$ cat config.mk
export PLATFORM = sky130hd
export DESIGN_NAME = hazard_unit
export DESIGN_NICKNAME = d
export VERILOG_FILES = /design/src/rtl/hazard_pkg.sv /design/src/rtl/hazard_unit_event_counter.sv /design/src/rtl/hazard_unit.sv
export SDC_FILE = /design/constraint.sdc
export NUM_CORES = 1
export LEC_CHECK = 0
export CAP_MARGIN = 20
export CORE_UTILIZATION = 36
export CTS_CLUSTER_SIZE = 8
export DETAILED_ROUTE_END_ITERATION = 8
export PLACE_DENSITY = 0.81
export SYNTH_ARGS = -nofsm -noshare
export SYNTH_HDL_FRONTEND = slang
export SYNTH_SLANG_ARGS = --single-unit
$ cat constraint.sdc
create_clock -name clk -period 2.4 [get_ports clk]
set_input_delay 0.24 -clock clk [delete_from_list [all_inputs] [get_ports clk]]
set_output_delay 0.24 -clock clk [all_outputs]
set_load 0.02 [all_outputs]
$ cat src/rtl/hazard_pkg.sv
// Shared definitions for the pipeline hazard controller: FSM state
// encoding, forwarding select codes and the forwarding priority helper.
package hazard_pkg;

  typedef enum logic [0:0] {
    RUN    = 1'b0,
    MCWAIT = 1'b1
  } state_t;

  localparam logic [1:0] FWD_RF = 2'b00;
  localparam logic [1:0] FWD_M  = 2'b10;
  localparam logic [1:0] FWD_W  = 2'b01;

  // Memory-stage result is younger than writeback, so it wins when both match.
  function automatic logic [1:0] fwd_pick(input logic m_hit, input logic w_hit);
    logic [1:0] sel;
    if (m_hit) begin
      sel = FWD_M;
    end else if (w_hit) begin
      sel = FWD_W;
    end else begin
      sel = FWD_RF;
    end
    return sel;
  endfunction

endpackage

$ cat src/rtl/hazard_unit_event_counter.sv
// Free-running event counter: counts cycles with en high, wraps modulo 2^W.
module event_counter #(
  parameter int W = 32
) (
  input  logic         clk,
  input  logic         rst_n,
  input  logic         en,
  output logic [W-1:0] count
);

  // Count enabled cycles; reset clears the tally.
  always_ff @(posedge clk or negedge rst_n) begin
    if (!rst_n) begin
      count <= '0;
    end else if (en) begin
      count <= count + {{(W-1){1'b0}}, 1'b1};
    end
  end

endmodule

$ cat src/rtl/hazard_unit.sv
// hazard_unit: stall/flush/forwarding control for the decode/execute pipe.
// Resolves redirects (flush), multi-cycle ALU ops (countdown hold) and
// load-use hazards (one-cycle bubble). Optional build macro
// HAZARD_PERF_EN adds stall/flush event counters.
module hazard_unit
  import hazard_pkg::*;
#(
  parameter int M      = 4,
  parameter int MC_LAT = 3
) (
  input  logic         clk,
  input  logic         rst,
  input  logic [M-1:0] srcA_D,
  input  logic [M-1:0] srcB_D,
  input  logic         useA_D,
  input  logic         useB_D,
  input  logic [M-1:0] srcA_E,
  input  logic [M-1:0] srcB_E,
  input  logic [M-1:0] regScr_E,
  input  logic [M-1:0] regScr_M,
  input  logic [M-1:0] regScr_W,
  input  logic         regw_E,
  input  logic         regw_M,
  input  logic         regw_W,
  input  logic         regmem_E,
  input  logic         regmem_M,
  input  logic         pcload_E,
  input  logic         branch_E,
  input  logic         flag_E,
  input  logic         ALUope_E,
  output logic         stall_F,
  output logic         stall_D,
  output logic         stall_E,
  output logic         flush_D,
  output logic         flush_E,
  output logic [1:0]   fwdA_E,
  output logic [1:0]   fwdB_E
`ifdef HAZARD_PERF_EN
  ,
  output logic [31:0]  stall_cnt,
  output logic [31:0]  flush_cnt
`endif
);

  // The first stall cycle happens in RUN, so the countdown covers the rest.
  localparam logic [3:0] MC_LOAD = 4'(MC_LAT - 2);

  state_t     state_r, state_nxt_s;
  logic [3:0] cnt_r, cnt_nxt_s;
  logic       redir_s, load_use_s;
  logic       stall_f_s, stall_d_s, stall_e_s, flush_d_s, flush_e_s;
  logic [1:0] fwd_a_s, fwd_b_s;

  assign redir_s    = pcload_E | (branch_E & flag_E);
  assign load_use_s = regmem_E & regw_E &
                      ((useA_D & (regScr_E == srcA_D)) | (useB_D & (regScr_E == srcB_D)));

  // Hazard priority and next-state decode: redirect > multi-cycle > load-use.
  always_comb begin
    state_nxt_s = state_r;
    cnt_nxt_s   = cnt_r;
    stall_f_s   = 1'b0;
    stall_d_s   = 1'b0;
    stall_e_s   = 1'b0;
    flush_d_s   = 1'b0;
    flush_e_s   = 1'b0;
    case (state_r)
      RUN: begin
        if (redir_s) begin
          flush_d_s = 1'b1;
          flush_e_s = 1'b1;
        end else if (ALUope_E) begin
          stall_f_s   = 1'b1;
          stall_d_s   = 1'b1;
          stall_e_s   = 1'b1;
          cnt_nxt_s   = MC_LOAD;
          state_nxt_s = MCWAIT;
        end else if (load_use_s) begin
          stall_f_s = 1'b1;
          stall_d_s = 1'b1;
          flush_e_s = 1'b1;
        end else begin
          state_nxt_s = RUN;
        end
      end
      MCWAIT: begin
        if (cnt_r != 4'd0) begin
          stall_f_s = 1'b1;
          stall_d_s = 1'b1;
          stall_e_s = 1'b1;
          cnt_nxt_s = cnt_r - 4'd1;
        end else begin
          state_nxt_s = RUN;
        end
      end
      default: begin
        state_nxt_s = RUN;
        cnt_nxt_s   = 4'd0;
      end
    endcase
  end

  // Operand forwarding, independent of FSM state.
  always_comb begin
    fwd_a_s = fwd_pick(regw_M & ~regmem_M & (regScr_M == srcA_E), regw_W & (regScr_W == srcA_E));
    fwd_b_s = fwd_pick(regw_M & ~regmem_M & (regScr_M == srcB_E), regw_W & (regScr_W == srcB_E));
  end

  // Force all controls quiet while reset is held.
  always_comb begin
    if (!rst) begin
      stall_F = 1'b0;
      stall_D = 1'b0;
      stall_E = 1'b0;
      flush_D = 1'b0;
      flush_E = 1'b0;
      fwdA_E  = FWD_RF;
      fwdB_E  = FWD_RF;
    end else begin
      stall_F = stall_f_s;
      stall_D = stall_d_s;
      stall_E = stall_e_s;
      flush_D = flush_d_s;
      flush_E = flush_e_s;
      fwdA_E  = fwd_a_s;
      fwdB_E  = fwd_b_s;
    end
  end

  // FSM state and countdown; reset aborts any multi-cycle wait.
  always_ff @(posedge clk or negedge rst) begin
    if (!rst) begin
      state_r <= RUN;
      cnt_r   <= 4'd0;
    end else begin
      state_r <= state_nxt_s;
      cnt_r   <= cnt_nxt_s;
    end
  end

`ifdef HAZARD_PERF_EN
  event_counter #(.W(32)) u_stall_cnt (
    .clk   (clk),
    .rst_n (rst),
    .en    (stall_F),
    .count (stall_cnt)
  );

  event_counter #(.W(32)) u_flush_cnt (
    .clk   (clk),
    .rst_n (rst),
    .en    (flush_E),
    .count (flush_cnt)
  );
`endif

endmodule

==> metrics.log <==
[metrics] setup ws final: 105 ps
[metrics] area of the placeable core: 0.00175 sq mm
[metrics] max-cap violation count: 0
[metrics] mean routed wirelength per cell: 11.7 um
[metrics] largest driver fanout on the critical path: 2
[metrics] post-route cell area: 0.00124 sq mm
[metrics] pre-CTS setup slack: 35.6 ps
[metrics] via total after detailed routing: 746
[metrics] crit path launch type: input port
[metrics] worst ir drop on vdd: 0.000327 V
[metrics] largest family of logic cells by synthesized area: XOR/XNOR gates
[metrics] clock latency on the worst-skew pair: 250 ps
[metrics] top-level port count: 50
[metrics] quantity of I/O buffers inserted on ports: 49
[metrics] critical path's most frequent cell: sky130_fd_sc_hd__clkdlybuf4s50_1
[metrics] actual slew at the worst max-slew pin: 306 ps
[metrics] met3 WL: 64 um
[metrics] library cell used as clock root buffer: sky130_fd_sc_hd__clkbuf_4
[metrics] initial antenna violation count: 0
[metrics] multiplexer share of the synthesized area: 0%
[metrics] CTS tree: yes
[metrics] highest attainable clock frequency: 436 MHz
[metrics] synth unique cells: 24
[metrics] clock power share: 14.9%
[metrics] Cell Count, Final, Fillers Out: 157
[metrics] class of the worst hold path: input port to asynchronous set/reset pin
[metrics] count of placed standard cells including taps: 153
[metrics] ys flop type: sky130_fd_sc_hd__dfrtp_1
[metrics] Period minus WS final: 2290 ps
[metrics] Post-synth EDFFs: 0
[metrics] post-detailed-placement cell area: 0.00120 sq mm
[metrics] remaining antenna violation count: 0
[metrics] flip-flop and latch count after synthesis: 5
[metrics] DRT Pass-1 Iters: 3
[metrics] cell taking the most area after synthesis: sky130_fd_sc_hd__dfrtp_1
[metrics] relative slew slack: 79.5%
[metrics] unrepaired setup endpoints after global routing: no
[metrics] antenna cells: 0
[metrics] internal portion of total power: 0.401 mW
[metrics] type of the worst setup path: input port to primary output
[metrics] share of synthesized area occupied by flip-flops and latches: 18.6%
[metrics] aggregate negative setup slack: 0 ps
[metrics] floorplan row count: 15
[metrics] cell type of the slowest stage on the worst timing path: sky130_fd_sc_hd__clkdlybuf4s50_1
[metrics] status: finished, final reports clean
[metrics] most frequent cells after synthesis: sky130_fd_sc_hd__xnor2_1, sky130_fd_sc_hd__xor2_1, sky130_fd_sc_hd__nor2_1
[metrics] # DRC: 0
[metrics] Switching Fraction: 42.0%
[metrics] syn_nets: 121
[metrics] area fraction in and, or, nand and nor cells after synthesis: 29.2%
[metrics] final setup vio count: 0
[metrics] Clk pin slew, worst setup/hold paths: 50 ps
[metrics] via count of the first global-routing pass: 732
[metrics] setup clock skew after layout: 2.84 ps
[metrics] total routing usage reported by global routing: 19.7%
[metrics] die outline width: 45.2 um
[metrics] Buffers & Inverters on Critical Path: 3
[metrics] final clock period utilization by the worst path: 95.6%
[metrics] share of total power in combinational logic: 57.8%
[metrics] initial core utilization: 38.6%
[metrics] slowest stage delay, CP: 590 ps
[metrics] post-detailed-placement half-perimeter wirelength: 1.66 mm
[metrics] LEAKAGE: 0.519 nW
[metrics] number of buffers on the longest clock path: 2
[metrics] smallest hold slack: 427 ps
[metrics] switching power: 0.291 mW
[metrics] clock sink total: 5
[metrics] per-instance average area after synthesis: 8.63 sq um
[metrics] share of synthesized cell area in full adder, half adder and majority cells: 3.72%
[metrics] H-Tree Depth: 1
[metrics] critical path data required time: 2160 ps
[metrics] first-pass GRT wire length: 2.92 mm
[metrics] fraction of layout cells with a size suffix above 1: 8.33%
[metrics] cell family with the largest share of critical-path delay: buffers and inverters
[metrics] Final GP Congestion: 0.777
[metrics] overall die height: 45.2 um
[metrics] pin count of the biggest net entering global routing: 7
[metrics] post-synthesis instance total: 78
[metrics] Post-CTS Hold Buffers: 0
[metrics] sequential cell fraction of total power: 27.3%
[metrics] Hold Vio Cnt, Final: 0
[metrics] top area cells in the synthesized netlist: sky130_fd_sc_hd__dfrtp_1, sky130_fd_sc_hd__xnor2_1, sky130_fd_sc_hd__xor2_1
[metrics] gr ovfl total: 0
[metrics] Detail Route met2 WL: 1.02 mm
[metrics] compound-cell area share of the yosys netlist: 13.4%
[metrics] Slew Viols, Final: 0
[metrics] fraction of synthesized cell area in xor and xnor cells: 31.2%
[metrics] share of synthesized flip-flops with an asynchronous set or reset: 100%
[metrics] aggregate routed wire length: 1.83 mm
[metrics] DRT iter0 DRCs: 7
[metrics] type of element capturing the critical path: primary output
[metrics] count of synthesis-stage warnings from yosys: 0
[metrics] area of the die: 0.00205 sq mm
[metrics] total power divided by cell area: 559 mW/mm^2
[metrics] list of cells traversed by the critical path: clkdlybuf4s50_1 > inv_1 > a221oi_2 > nor4b_4 > and2_1 > clkdlybuf4s50_1
[metrics] PnR Total Power: 0.692 mW
[metrics] area grow syn2layout: 84.0%
[metrics] cell area after synthesis: 673 sq um
[metrics] Layout Utilization: 71.0%
[metrics] CTS Buf Count: 3
[metrics] critical path data arrival time: 2050 ps
[metrics] nets@finish: 176
[metrics] detailed-route wire length on metal 1: 712 um
[metrics] average vias per placed instance: 4.75
[metrics] highest metal used: met4
[metrics] fraction of synthesized cell area taken by the top area cell type: 18.6%
worst paths after layout:
check | start | end | slack [ps] | depth (start not counted)
max | srcA_E[0] | fwdA_E[1] | 110 | 6
min | rst | cnt_r[2]$_DFFE_PN0P_ | 430 | 2
max reg2reg | cnt_r[0]$_DFFE_PN0P_ | cnt_r[2]$_DFFE_PN0P_ | 1010 | 7
min reg2reg | cnt_r[0]$_DFFE_PN0P_ | cnt_r[0]$_DFFE_PN0P_ | 530 | 1
max in group asynchronous | rst | cnt_r[1]$_DFFE_PN0P_ | 1860 | 2
min in group clk | cnt_r[0]$_DFFE_PN0P_ | cnt_r[0]$_DFFE_PN0P_ | 530 | 1
state kept, by name, summed over array words and instances, names as in the netlist:
register	cells
cnt_r	4
state_r	1
metal layers:
metal  global-route usage (%)  vias to the layer above
met2                     38.6                       23
met1                     21.0                      340
li1                         -                      379
met4                     6.67                        0
met3                     2.80                        4
met5                        0                        -
cell families (layout without fill, tap and decap cells):
logic type / count (synthesis) / count (layout)
and+or+nand+nor: 30 / 30
xor gates and xnor gates: 24 / 24
AOI/OAI and AO/OA: 11 / 11
buffers and inverters: 6 / 60
DFF: 5 / 5
adders and majority gates: 2 / 2
power groups by stage:
stage          combinational [mW]  sequential [mW]  clock [mW]
6_report                    0.400            0.189       0.103
5_1_grt                     0.443            0.196       0.110
4_1_cts                     0.410            0.189       0.106
3_5_place_dp                0.406            0.192           0
3_3_place_gp                0.398            0.189           0
2_1_floorplan               0.247            0.179           0
final cells by class:
| cell class | count | area [sq um] |
|---|---|---|
| fillers | 145 | 507 |
| repair buffers | 51 | 515 |
| clock buffers | 4 | 26.3 |
| multi-input cells | 67 | 522 |
| well taps | 25 | 31.3 |
| flip-flops and latches | 5 | 125 |
| inverters | 5 | 18.8 |
what timing repair did:
item | in CTS | in global routing
resized for setup | 0 | 4
setup endpoints to repair | 0 | 4
hold endpoints to repair | 0 | 0
buffers inserted | 0 | 0
layout by cell type, fill, tap and decap left out:
cell,synthesis,routed
sky130_fd_sc_hd__a211oi_1,1,1
sky130_fd_sc_hd__a21oi_1,3,3
sky130_fd_sc_hd__a221oi_2,1,1
sky130_fd_sc_hd__and2_1,4,4
sky130_fd_sc_hd__buf_4,1,2
sky130_fd_sc_hd__clkbuf_1,0,1
sky130_fd_sc_hd__clkbuf_4,0,3
sky130_fd_sc_hd__clkdlybuf4s50_1,0,45
sky130_fd_sc_hd__dfrtp_1,5,5
sky130_fd_sc_hd__dlymetal6s2s_1,0,4
sky130_fd_sc_hd__ha_1,2,2
sky130_fd_sc_hd__inv_1,5,5
sky130_fd_sc_hd__nand2_1,4,4
sky130_fd_sc_hd__nand2b_1,2,2
sky130_fd_sc_hd__nand3_1,4,4
sky130_fd_sc_hd__nand4_1,2,2
sky130_fd_sc_hd__nor2_1,6,6
sky130_fd_sc_hd__nor4_1,3,3
sky130_fd_sc_hd__nor4_2,2,2
sky130_fd_sc_hd__nor4b_2,1,1
sky130_fd_sc_hd__nor4b_4,1,1
sky130_fd_sc_hd__o21ai_0,2,2
sky130_fd_sc_hd__o22ai_1,2,2
sky130_fd_sc_hd__o31a_1,1,1
sky130_fd_sc_hd__o31ai_4,1,1
sky130_fd_sc_hd__or2_0,1,1
sky130_fd_sc_hd__xnor2_1,12,12
sky130_fd_sc_hd__xor2_1,12,12
No activity file was read; power rests on OpenSTA's default activity.
